==> config.mk <==
export PLATFORM = sky130hd
export DESIGN_NAME = alu_rs
export DESIGN_NICKNAME = d
export VERILOG_FILES = /design/src/rtl/alu_rs_pkg.sv /design/src/rtl/alu_rs_pick.sv /design/src/rtl/alu_rs.sv
export SDC_FILE = /design/constraint.sdc
export NUM_CORES = 2
export LEC_CHECK = 0
export BUFFER_PORTS_ARGS = -buffer_cell sky130_fd_sc_hd__buf_2
export CAP_MARGIN = 30
export CORE_UTILIZATION = 47
export DETAILED_ROUTE_END_ITERATION = 10
export PLACE_DENSITY_LB_ADDON = 0.15
export SLEW_MARGIN = 20
export SYNTH_ARGS = -nofsm -noshare
export SYNTH_HDL_FRONTEND = slang
export SYNTH_SLANG_ARGS = --single-unit
==> constraint.sdc <==
create_clock -name clk_in -period 3.1 [get_ports clk_in]
set_clock_uncertainty 0.2 [all_clocks]
set_input_delay 0.465 -clock clk_in [delete_from_list [all_inputs] [get_ports clk_in]]
set_output_delay 0.465 -clock clk_in [all_outputs]
set_load 0.01 [all_outputs]
==> src/rtl/alu_rs_pkg.sv <==
//==============================================================================
// Module      : alu_rs_pkg
// Description : Shared constants for the ALU reservation station: ROB/RS
//               sizing, RV32I opcodes and the packed op encoding.
// Revision    : 1.0 - initial release
//==============================================================================
`default_nettype none

package alu_rs_pkg;

    localparam int RS_SIZE_DEF = 8;
    localparam int ROB_W_DEF   = 4;

    localparam logic [6:0] OP_LUI   = 7'b0110111;
    localparam logic [6:0] OP_AUIPC = 7'b0010111;
    localparam logic [6:0] OP_JAL   = 7'b1101111;
    localparam logic [6:0] OP_JALR  = 7'b1100111;
    localparam logic [6:0] OP_B     = 7'b1100011;
    localparam logic [6:0] OP_RI    = 7'b0010011;
    localparam logic [6:0] OP_RR    = 7'b0110011;

    // {funct7[5], funct3, opcode}
    typedef logic [10:0] alu_op_t;

    function automatic alu_op_t mk_op(input logic f7b5, input logic [2:0] f3,
                                      input logic [6:0] opc);
        return {f7b5, f3, opc};
    endfunction

endpackage

`default_nettype wire

==> src/rtl/alu_rs_pick.sv <==
//==============================================================================
// Module      : rs_pick
// Description : Lowest-index priority encoder returning a found flag and index.
// Revision    : 1.0 - initial release
//==============================================================================
`default_nettype none

module rs_pick #(
    parameter int N  = 8,
    parameter int IW = $clog2(N)
) (
    input  logic [N-1:0]  req,
    output logic          found,
    output logic [IW-1:0] idx
);

    always_comb begin
        found = |req;
        idx   = '0;
        for (int i = N - 1; i >= 0; i--) begin
            if (req[i]) idx = i[IW-1:0];
        end
    end

endmodule

`default_nettype wire

==> src/rtl/alu_rs.sv <==
//==============================================================================
// Module      : alu_rs
// Description : ALU reservation station: buffers dispatched ALU-class ops,
//               snoops both CDBs, issues the lowest ready entry per cycle.
// Revision    : 1.0 - initial release
//==============================================================================
`default_nettype none

module alu_rs
    import alu_rs_pkg::*;
#(
    parameter int RS_SIZE = RS_SIZE_DEF,
    parameter int ROB_W   = ROB_W_DEF
) (
    input  logic             clk_in,
    input  logic             rst_in,
    input  logic             rdy_in,
    input  logic             clear_in,
    input  logic             in_valid,
    input  alu_op_t          in_op,
    input  logic             in_q1_valid,
    input  logic [ROB_W-1:0] in_q1,
    input  logic [31:0]      in_v1,
    input  logic             in_q2_valid,
    input  logic [ROB_W-1:0] in_q2,
    input  logic [31:0]      in_v2,
    input  logic [31:0]      in_pc,
    input  logic [31:0]      in_imm,
    input  logic [ROB_W-1:0] in_rob_id,
    output logic             full_out,
    input  logic             cdb_alu_valid,
    input  logic [ROB_W-1:0] cdb_alu_rob,
    input  logic [31:0]      cdb_alu_value,
    input  logic             cdb_lsb_valid,
    input  logic [ROB_W-1:0] cdb_lsb_rob,
    input  logic [31:0]      cdb_lsb_value,
    output logic             alu_yes,
    output alu_op_t          alu_op,
    output logic [31:0]      alu_v1,
    output logic [31:0]      alu_v2,
    output logic [31:0]      alu_pc,
    output logic [31:0]      alu_imm,
    output logic [ROB_W-1:0] alu_rob_id
);

    localparam int IW = $clog2(RS_SIZE);

    logic [RS_SIZE-1:0] r_busy;
    logic [RS_SIZE-1:0] r_q1v;
    logic [RS_SIZE-1:0] r_q2v;
    alu_op_t            r_op  [RS_SIZE];
    logic [ROB_W-1:0]   r_q1  [RS_SIZE];
    logic [ROB_W-1:0]   r_q2  [RS_SIZE];
    logic [31:0]        r_v1  [RS_SIZE];
    logic [31:0]        r_v2  [RS_SIZE];
    logic [31:0]        r_pc  [RS_SIZE];
    logic [31:0]        r_imm [RS_SIZE];
    logic [ROB_W-1:0]   r_rob [RS_SIZE];

    logic               w_free_found;
    logic [IW-1:0]      w_free_idx;
    logic               w_rdy_found;
    logic [IW-1:0]      w_rdy_idx;
    logic               w_in_q1v;
    logic               w_in_q2v;
    logic [31:0]        w_in_v1;
    logic [31:0]        w_in_v2;

    assign full_out = &r_busy;

    rs_pick #(.N(RS_SIZE), .IW(IW)) u_pick_free (
        .req   (~r_busy),
        .found (w_free_found),
        .idx   (w_free_idx)
    );

    rs_pick #(.N(RS_SIZE), .IW(IW)) u_pick_rdy (
        .req   (r_busy & ~r_q1v & ~r_q2v),
        .found (w_rdy_found),
        .idx   (w_rdy_idx)
    );

    // Same-cycle forwarding for operands whose producer broadcasts right now.
    always_comb begin
        w_in_q1v = in_q1_valid;
        w_in_v1  = in_v1;
        w_in_q2v = in_q2_valid;
        w_in_v2  = in_v2;
        if (in_q1_valid && cdb_alu_valid && cdb_alu_rob == in_q1) begin
            w_in_q1v = 1'b0;
            w_in_v1  = cdb_alu_value;
        end else if (in_q1_valid && cdb_lsb_valid && cdb_lsb_rob == in_q1) begin
            w_in_q1v = 1'b0;
            w_in_v1  = cdb_lsb_value;
        end
        if (in_q2_valid && cdb_alu_valid && cdb_alu_rob == in_q2) begin
            w_in_q2v = 1'b0;
            w_in_v2  = cdb_alu_value;
        end else if (in_q2_valid && cdb_lsb_valid && cdb_lsb_rob == in_q2) begin
            w_in_q2v = 1'b0;
            w_in_v2  = cdb_lsb_value;
        end
    end

    always_ff @(posedge clk_in or negedge rst_in) begin
        if (!rst_in) begin
            r_busy     <= '0;
            r_q1v      <= '0;
            r_q2v      <= '0;
            for (int i = 0; i < RS_SIZE; i++) begin
                r_op[i]  <= '0;
                r_q1[i]  <= '0;
                r_q2[i]  <= '0;
                r_v1[i]  <= '0;
                r_v2[i]  <= '0;
                r_pc[i]  <= '0;
                r_imm[i] <= '0;
                r_rob[i] <= '0;
            end
            alu_yes    <= 1'b0;
            alu_op     <= '0;
            alu_v1     <= '0;
            alu_v2     <= '0;
            alu_pc     <= '0;
            alu_imm    <= '0;
            alu_rob_id <= '0;
        end else if (clear_in) begin
            r_busy  <= '0;
            alu_yes <= 1'b0;
        end else if (!rdy_in) begin
            alu_yes <= 1'b0;
        end else begin
            for (int i = 0; i < RS_SIZE; i++) begin
                if (r_busy[i] && r_q1v[i]) begin
                    if (cdb_alu_valid && cdb_alu_rob == r_q1[i]) begin
                        r_v1[i]  <= cdb_alu_value;
                        r_q1v[i] <= 1'b0;
                    end else if (cdb_lsb_valid && cdb_lsb_rob == r_q1[i]) begin
                        r_v1[i]  <= cdb_lsb_value;
                        r_q1v[i] <= 1'b0;
                    end
                end
                if (r_busy[i] && r_q2v[i]) begin
                    if (cdb_alu_valid && cdb_alu_rob == r_q2[i]) begin
                        r_v2[i]  <= cdb_alu_value;
                        r_q2v[i] <= 1'b0;
                    end else if (cdb_lsb_valid && cdb_lsb_rob == r_q2[i]) begin
                        r_v2[i]  <= cdb_lsb_value;
                        r_q2v[i] <= 1'b0;
                    end
                end
            end

            alu_yes <= w_rdy_found;
            if (w_rdy_found) begin
                alu_op            <= r_op[w_rdy_idx];
                alu_v1            <= r_v1[w_rdy_idx];
                alu_v2            <= r_v2[w_rdy_idx];
                alu_pc            <= r_pc[w_rdy_idx];
                alu_imm           <= r_imm[w_rdy_idx];
                alu_rob_id        <= r_rob[w_rdy_idx];
                r_busy[w_rdy_idx] <= 1'b0;
            end

            // The free slot is never the issuing one, so these writes are disjoint.
            if (in_valid && w_free_found) begin
                r_busy[w_free_idx] <= 1'b1;
                r_op[w_free_idx]   <= in_op;
                r_q1v[w_free_idx]  <= w_in_q1v;
                r_q1[w_free_idx]   <= in_q1;
                r_v1[w_free_idx]   <= w_in_v1;
                r_q2v[w_free_idx]  <= w_in_q2v;
                r_q2[w_free_idx]   <= in_q2;
                r_v2[w_free_idx]   <= w_in_v2;
                r_pc[w_free_idx]   <= in_pc;
                r_imm[w_free_idx]  <= in_imm;
                r_rob[w_free_idx]  <= in_rob_id;
            end
        end
    end

endmodule

`default_nettype wire

== Yosys cells after proc, flatten, opt, wreduce, memory -nomap -nowiden ==
Index checks and enable logic that the tools add are counted.
Word-level totals
  register bits after elaboration: 1376
  input bits: 232
  logic and storage cells: 429
  output and inout port bits: 145
Operators by class
  reduce and logical (&&, ||, !) cells: 67
  bitwise operators: 11
  mux-type cells: 234
  $lt $le $gt $ge: 7
  eq/ne operators: 36
Operator list (count)
  32-bit two-way mux: 93
  256-bit bitwise mux: 4
  256-bit two-way mux: 2
  32-bit binary-select mux with 3-bit select: 4
  4-bit == test: 36
  32-bit bitwise mux: 3
  32-bit demux with 3-bit select: 1
  88-bit bitwise mux: 1
  1-bit two-way mux: 88
  8-bit two-way mux: 8
  1-bit logical AND: 60
  3-bit two-way mux: 16
  11-bit binary-select mux with 3-bit select: 1
  11-bit demux with 3-bit select: 1
  11-bit two-way mux: 3
  8-bit NOT: 4
  8-bit bitwise AND: 3
  8-bit bitwise mux: 2
  8-bit OR reduction: 2
  4-bit binary-select mux with 3-bit select: 1
  4-bit demux with 3-bit select: 1
  4-bit two-way mux: 3
  4-bit >= comparator, second input constant: 2
  3-bit by 4-bit < comparator with 1-bit output, second input constant: 2
  10 further kinds: 14

== Logic depth before layout (Yosys ltp) ==
  depth in word-level cells: 24
  gate-level depth with buffers: 12
  mapped depth without buffers: 9

== Hierarchy ==
A second synthesis with hierarchy kept.
Unflattened totals
  cell total of the unflattened synthesis: 7987
  area total of the unflattened synthesis: 74406.4 µm²
By module, submodules not included
  alu_rs: instances 1, sequential area each 34433.0 µm², cells each 7961, area an instance 74243.7 µm²
  rs_pick: instances 2, sequential area each 0.0 µm², cells each 13, area an instance 81.3 µm²

== Least setup slack after synthesis ==
OpenSTA, ideal clock, no wires.
  path kind: reg-to-reg
  start: register r_q2v[3]
  end: register alu_v1[28]
  buffers on the path: 4
  clock period less this slack: 2.793 ns
  setup slack: 0.307 ns
  library setup time: 0.139 ns
  cell stages (with the launch flop): 11
  arrival time: 2.454 ns
  required time: 2.761 ns
  cell sequence: dfrtp_1 -> or3b_1 -> clkbuf_1 -> a21oi_1 -> and2_1 -> buf_6 -> o21a_1 -> buf_2 -> clkbuf_1 -> a211oi_1 -> or4_1
On the way
  word-level cells in the longest chain between the ends: 10
  elaborated cells between the ends (all ways): 12
  classes of those cells: 7 x mux; 3 x bitwise; 2 x reduce/logical
Ends and longest elaborated chain
  from (decl): RTL line alu_rs.sv:50  | logic [RS_SIZE-1:0] r_q2v;
  from (signal, indexed assignment): RTL line alu_rs.sv:172  | r_q2v[w_free_idx] <= w_in_q2v;
  8-bit NOT *: RTL line alu_rs.sv:78  | .req (r_busy & ~r_q1v & ~r_q2v),
  8-bit bitwise AND *: RTL line alu_rs.sv:78
  3-bit two-way mux (4 in series): RTL line alu_rs_pick.sv:21  | if (req[i]) idx = i[IW-1:0];
  3-bit NOT with 4-bit output (implied by the code): RTL line alu_rs.sv:157  | alu_v1 <= r_v1[w_rdy_idx];
  32-bit binary-select mux with 3-bit select: RTL line alu_rs.sv:157
  32-bit two-way mux (implied by the code) (2 in series): RTL line alu_rs.sv:157
  to (signal assigned): RTL line alu_rs.sv:157
  to (decl): RTL line alu_rs.sv:39  | output logic [31:0] alu_v1,
Mark *: on every way between the ends. The rest lies on a longest branch, timed or not. The select of a mux whose other input is x is not followed.
A chain may end at the register's enable or synchronous reset.

== Worst setup path after layout ==
  start: register r_q2v[4]
  end: register alu_v2[8]
On the way
  word-level cells in the longest chain between the ends: 11
  elaborated cells between the ends (all ways): 13
  classes of those cells: 8 x mux; 3 x bitwise; 2 x reduce/logical
Ends and longest elaborated chain
  8-bit NOT *: RTL line alu_rs.sv:78
  8-bit bitwise AND *: RTL line alu_rs.sv:78
  3-bit two-way mux (5 in series): RTL line alu_rs_pick.sv:21
  3-bit NOT with 4-bit output (implied by the code): RTL line alu_rs.sv:158  | alu_v2 <= r_v2[w_rdy_idx];
  32-bit binary-select mux with 3-bit select: RTL line alu_rs.sv:158
  32-bit two-way mux (implied by the code) (2 in series): RTL line alu_rs.sv:158
  to (signal assigned): RTL line alu_rs.sv:158
  to (decl): RTL line alu_rs.sv:40  | output logic [31:0] alu_v2,
Marks and branches as above.

==> results by stage <==
Run status:
- The flow ran to the end, but the final reports show violations.
- The final reports fail on design-rule violations.

Timing:
- The count of final hold-check violations is 0.
- The number of pins with negative max-slew slack in the final report is 0.
- The worst path needs 3070 ps of the cycle, external delays included.
- The final critical-path share of the clock period is 99.0%.
- Setup repair after global routing left no endpoint under its margin.
- The total negative slack for setup checks is 0 ps.
- The total setup violations reported at the end of the flow is 0.
- Headroom to the max-slew limit came out at 31.4%.
- For this run, the top clock speed supported by timing is 326 MHz.
- At the pin with the least slew margin, the transition time is 1030 ps.
- The post-route worst hold slack is 48.7 ps.

Floorplanning:
- The number of placed I/O pins is 377.
- The floorplan step set the die width to 394 µm.
- The die outline area is 155000 µm².
- The core region is 152000 µm².
- The die is 394 µm tall.
- The initial core utilization is 47.5%.
- The number of placement rows is 143.

Routing:
- For this run, the detailed router's first-pass iteration total came to 11.
- The post-detailed-route wirelength per cell is 31.5 µm.
- After the first detailed-routing iteration, the DRC count stood at 11600.
- The routed layout has 73400 vias.
- The per-cell via count in the routed design is 6.86.
- The detail route stage leaves a number of antenna-violating nets equal to 0.
- The total wirelength of the detailed-routed design is 337000 µm.
- The post-detailed-route DRC marker count is 12.

Yosys:
- Of the synthesized area, sequential elements account for 47.7%.
- In this run, synthesis produced a sequential element count of 1376.
- The combined area of all synthesized cells is 72300 µm².
- In this run, synthesis inferred 0 flip-flops with an integrated enable.
- When the netlist entered floorplanning its net count stood at 8395.
- Yosys printed 0 warnings.
- The most common flop cell mapped by yosys is dfrtp_1.
- Synthesis produced 8163 cells.
- After synthesis, the netlist uses 70 different library cells.
- The share of flip-flops with an asynchronous set or reset is 100%.
- The mean instance size in the synthesized netlist is 8.85 µm².

Setup path:
- The sort of element at the end of the critical path is a flop.
- The data arrival time of the critical path is 3580 ps.
- The endpoint of the lowest-slack register-to-register path is alu_v2[8]$_DFFE_PN0P_.
- For flop-to-flop paths, the worst setup slack is 30 ps.
- The most critical setup path has its startpoint at r_q2v[4]$_DFFE_PN0P_.
- The worst setup path is launched from a flop.
- STA puts the critical path data required time at 3610 ps.
- The critical path ends at alu_v2[8]$_DFFE_PN0P_.
- The critical path goes through buf_4 -> or3b_2 -> o211a_4 -> nand2_2 -> nor2_4 -> buf_4 -> buf_4 -> a221o_1 -> a211oi_1 -> o32ai_1.
- The type of the worst setup path is reg -> reg.
- In this design, the stage delay of the slowest critical-path cell is 550 ps.
- The worst register-to-register path has a depth of 10.
- The largest individual stage delay along the critical path comes from the cell or3b_2.
- In this run the critical register-to-register path is launched from r_q2v[4]$_DFFE_PN0P_.
- Of all nets on the critical path, the largest fanout is 13.
- The cell that appears most often on the critical path is buf_4.

Power:
- Across the VDD grid, the largest voltage drop is 0.575 mV.
- For this design the total switching power over the nets is 14.0 mW.
- Net switching is 29.6% of the power.
- Of the total power, combinational logic draws 14.9%.
- Summed over all cells, the static leakage comes to 39.8 nW.
- The power per cell area is 544 nW/µm².
- Internal power comes to 33.4 mW.
- The power share of the clock group is 40.5%.
- The part of the power in registers is 44.6%.

Finish:
- Leaving out fill and tap cells, the most frequent cell in the layout is nand2_1.
- The cell area after layout is 87000 µm².
- Fill cells in the final layout number 13300.
- Cells with a size suffix above 1 make up 16.8% of the layout.
- The total number of nets in the final design is 8770.
- The top cell types in the final layout, fill and taps aside, are nand2_1 (2015), dfrtp_1 (1376), o22ai_1 (546).
- The multi-input logic area is 35000 µm².
- Across the whole layout, storage elements account for 34400 µm².
- The area growth from synthesis to layout is 20.5%.
- For this run, the share of the core covered by cells in the final layout is 57.2%.

Clock tree:
- At the later pin of the worst-skew pair, clock insertion delay measures 830 ps.
- The clock tree synthesis step divided the H-tree into 4 levels.
- The root buffer cell is clkbuf_16.
- The number of buffers created by CTS is 155.
- The clock passes through at most 3 buffers.
- TritonCTS built the clock tree.
- The register clock-pin slew on the reported worst setup and hold paths is 60 ps.
- Counting every sink on the clock net gives 1376.

Place:
- After detailed placement, the total cell area comes to 80000 µm².
- Detailed placement ended at an HPWL of 199000 µm.
- At the end of routability-driven placement, the weighted congestion stood at 0.944.
- The number of input and output port buffers inserted is 376.

Flow run:
- The tool flagged a number of max-cap violations equal to 0.

GRT:
- The number of global-route vias before repair is 71000.
- The maximum number of pins on one net before global-route repair is 114.
- The first global-routing pass estimated 488000 µm of wire.
- For this run, the total global-route usage over all layers was measured as 42.0%.
- The global route total overflow is 0.
- The initial antenna violation count is 23.

Hold path:
- The worst hold path belongs to the class in -> reg.
- The worst hold path begins at cdb_alu_value[28].
==> power by group through the flow <==
stage / sequential (mW) / combinational, mW / clock (mW)
after global placement: 21.3 / 6.55 / 0
after global routing: 21.3 / 7.58 / 19.9
after floorplan: 21.1 / 3.32 / 0
after CTS: 21.1 / 6.89 / 19.2
after detailed placement: 21.3 / 6.69 / 0
final: 21.1 / 7.06 / 19.2
==> cell type report <==
class	count	share of cell area [%]
sequential	1376	39.6
antenna	17	0.0489
clock buffer	234	5.28
clock inverter	38	0.681
inverter	50	0.221
multi-input combinational	5909	40.2
timing repair buffer	1046	11.1
tap	2030	2.92
==> how the worst min path moves through the flow <==
stage	to	slack [ps]	depth (start not counted)
after floorplan	alu_imm[0]$_DFFE_PN0P_	-30	0
after global placement	r_v2[252]$_DFFE_PN0P_	200	1
after detailed placement	r_v2[156]$_DFFE_PN0P_	190	1
after CTS	r_v1[232]$_DFFE_PN0P_	8	3
after global routing	r_v1[232]$_DFFE_PN0P_	40	3
final	r_v1[252]$_DFFE_PN0P_	50	3
==> worst max-delay path, delay by kind of cell, from the launching register on <==
family | cells | cell delay, ps
AOI/OAI and AO/OA | 4 | 920
buffers and inverters | 3 | 650
DFF | 1 | 370
and+or+nand+nor | 3 | 790
==> metrics by stage <==
stage / worst slack [ps] / cells / total power [mW]
after floorplan: 307 / 8163 / 24.4
after global placement: -51.9 / 10200 / 27.9
after detailed placement: -108 / 10200 / 28.0
after CTS: 38.6 / 10700 / 47.1
after global routing: 4.19 / 10700 / 48.7
final: 30.5 / 10700 / 47.4
==> metal layers <==
| layer | global-route usage (%) | up-vias | wire (µm) |
|---|---|---|---|
| li1 | - | 30100 | - |
| met1 | 53.2 | 35900 | 125000 |
| met2 | 61.8 | 5915 | 143000 |
| met3 | 15.0 | 1421 | 45700 |
| met4 | 24.5 | 35 | 22400 |
| met5 | 0.739 | - | 563 |
==> kinds of logic after synthesis <==
logic type	Yosys count	share of synthesized area [%]
AND/OR/NAND/NOR	2835	15.8
AO/OA/AOI/OAI	2458	23.2
flip-flops	1376	47.7
buffers and inverters	878	4.74
multiplexers	478	7.00
XOR/XNOR	138	1.67
==> sequential cells by signal (all words and copies together), names as in the netlist, 11 cells and up <==
signal,cells
alu_v1,32
alu_v2,32
r_v2,256
r_q1,32
r_rob,32
alu_pc,32
r_imm,256
r_pc,256
r_q2,32
alu_op,11
r_op,88
r_v1,256
alu_imm,32
==> cell usage after synthesis, types with 29 or more instances <==
cell,n,area (µm²)
nand2_1,2029,7620
nor2_1,480,1800
buf_1,67,251
mux2i_1,260,2600
a22o_1,40,350
clkbuf_1,685,2570
o22a_1,61,534
a221o_1,286,2860
a222oi_1,43,430
a21oi_1,506,2530
o221ai_1,48,420
xor2_1,92,806
nor3_1,64,320
a211oi_1,93,698
buf_2,68,340
a221oi_1,85,744
o22ai_1,546,3420
o2bb2ai_1,32,280
xnor2_1,46,403
a22oi_1,96,721
nand3_1,84,420
o211ai_1,63,473
nor2b_1,33,206
dfrtp_1,1376,34400
or4_1,43,323
or2_2,29,181
o21ai_0,422,2110
inv_1,49,184
mux2_2,208,2340
==> what timing repair did <==
action,CTS,global route
cloned,0,3
setup endpoints to repair,34,59
pin swaps,0,1
setup buffers,0,8
hold buffers,156,0
endpoints found under the hold margin,1788,0
resized for setup,2,17
(Power assumes the default switching activity.)
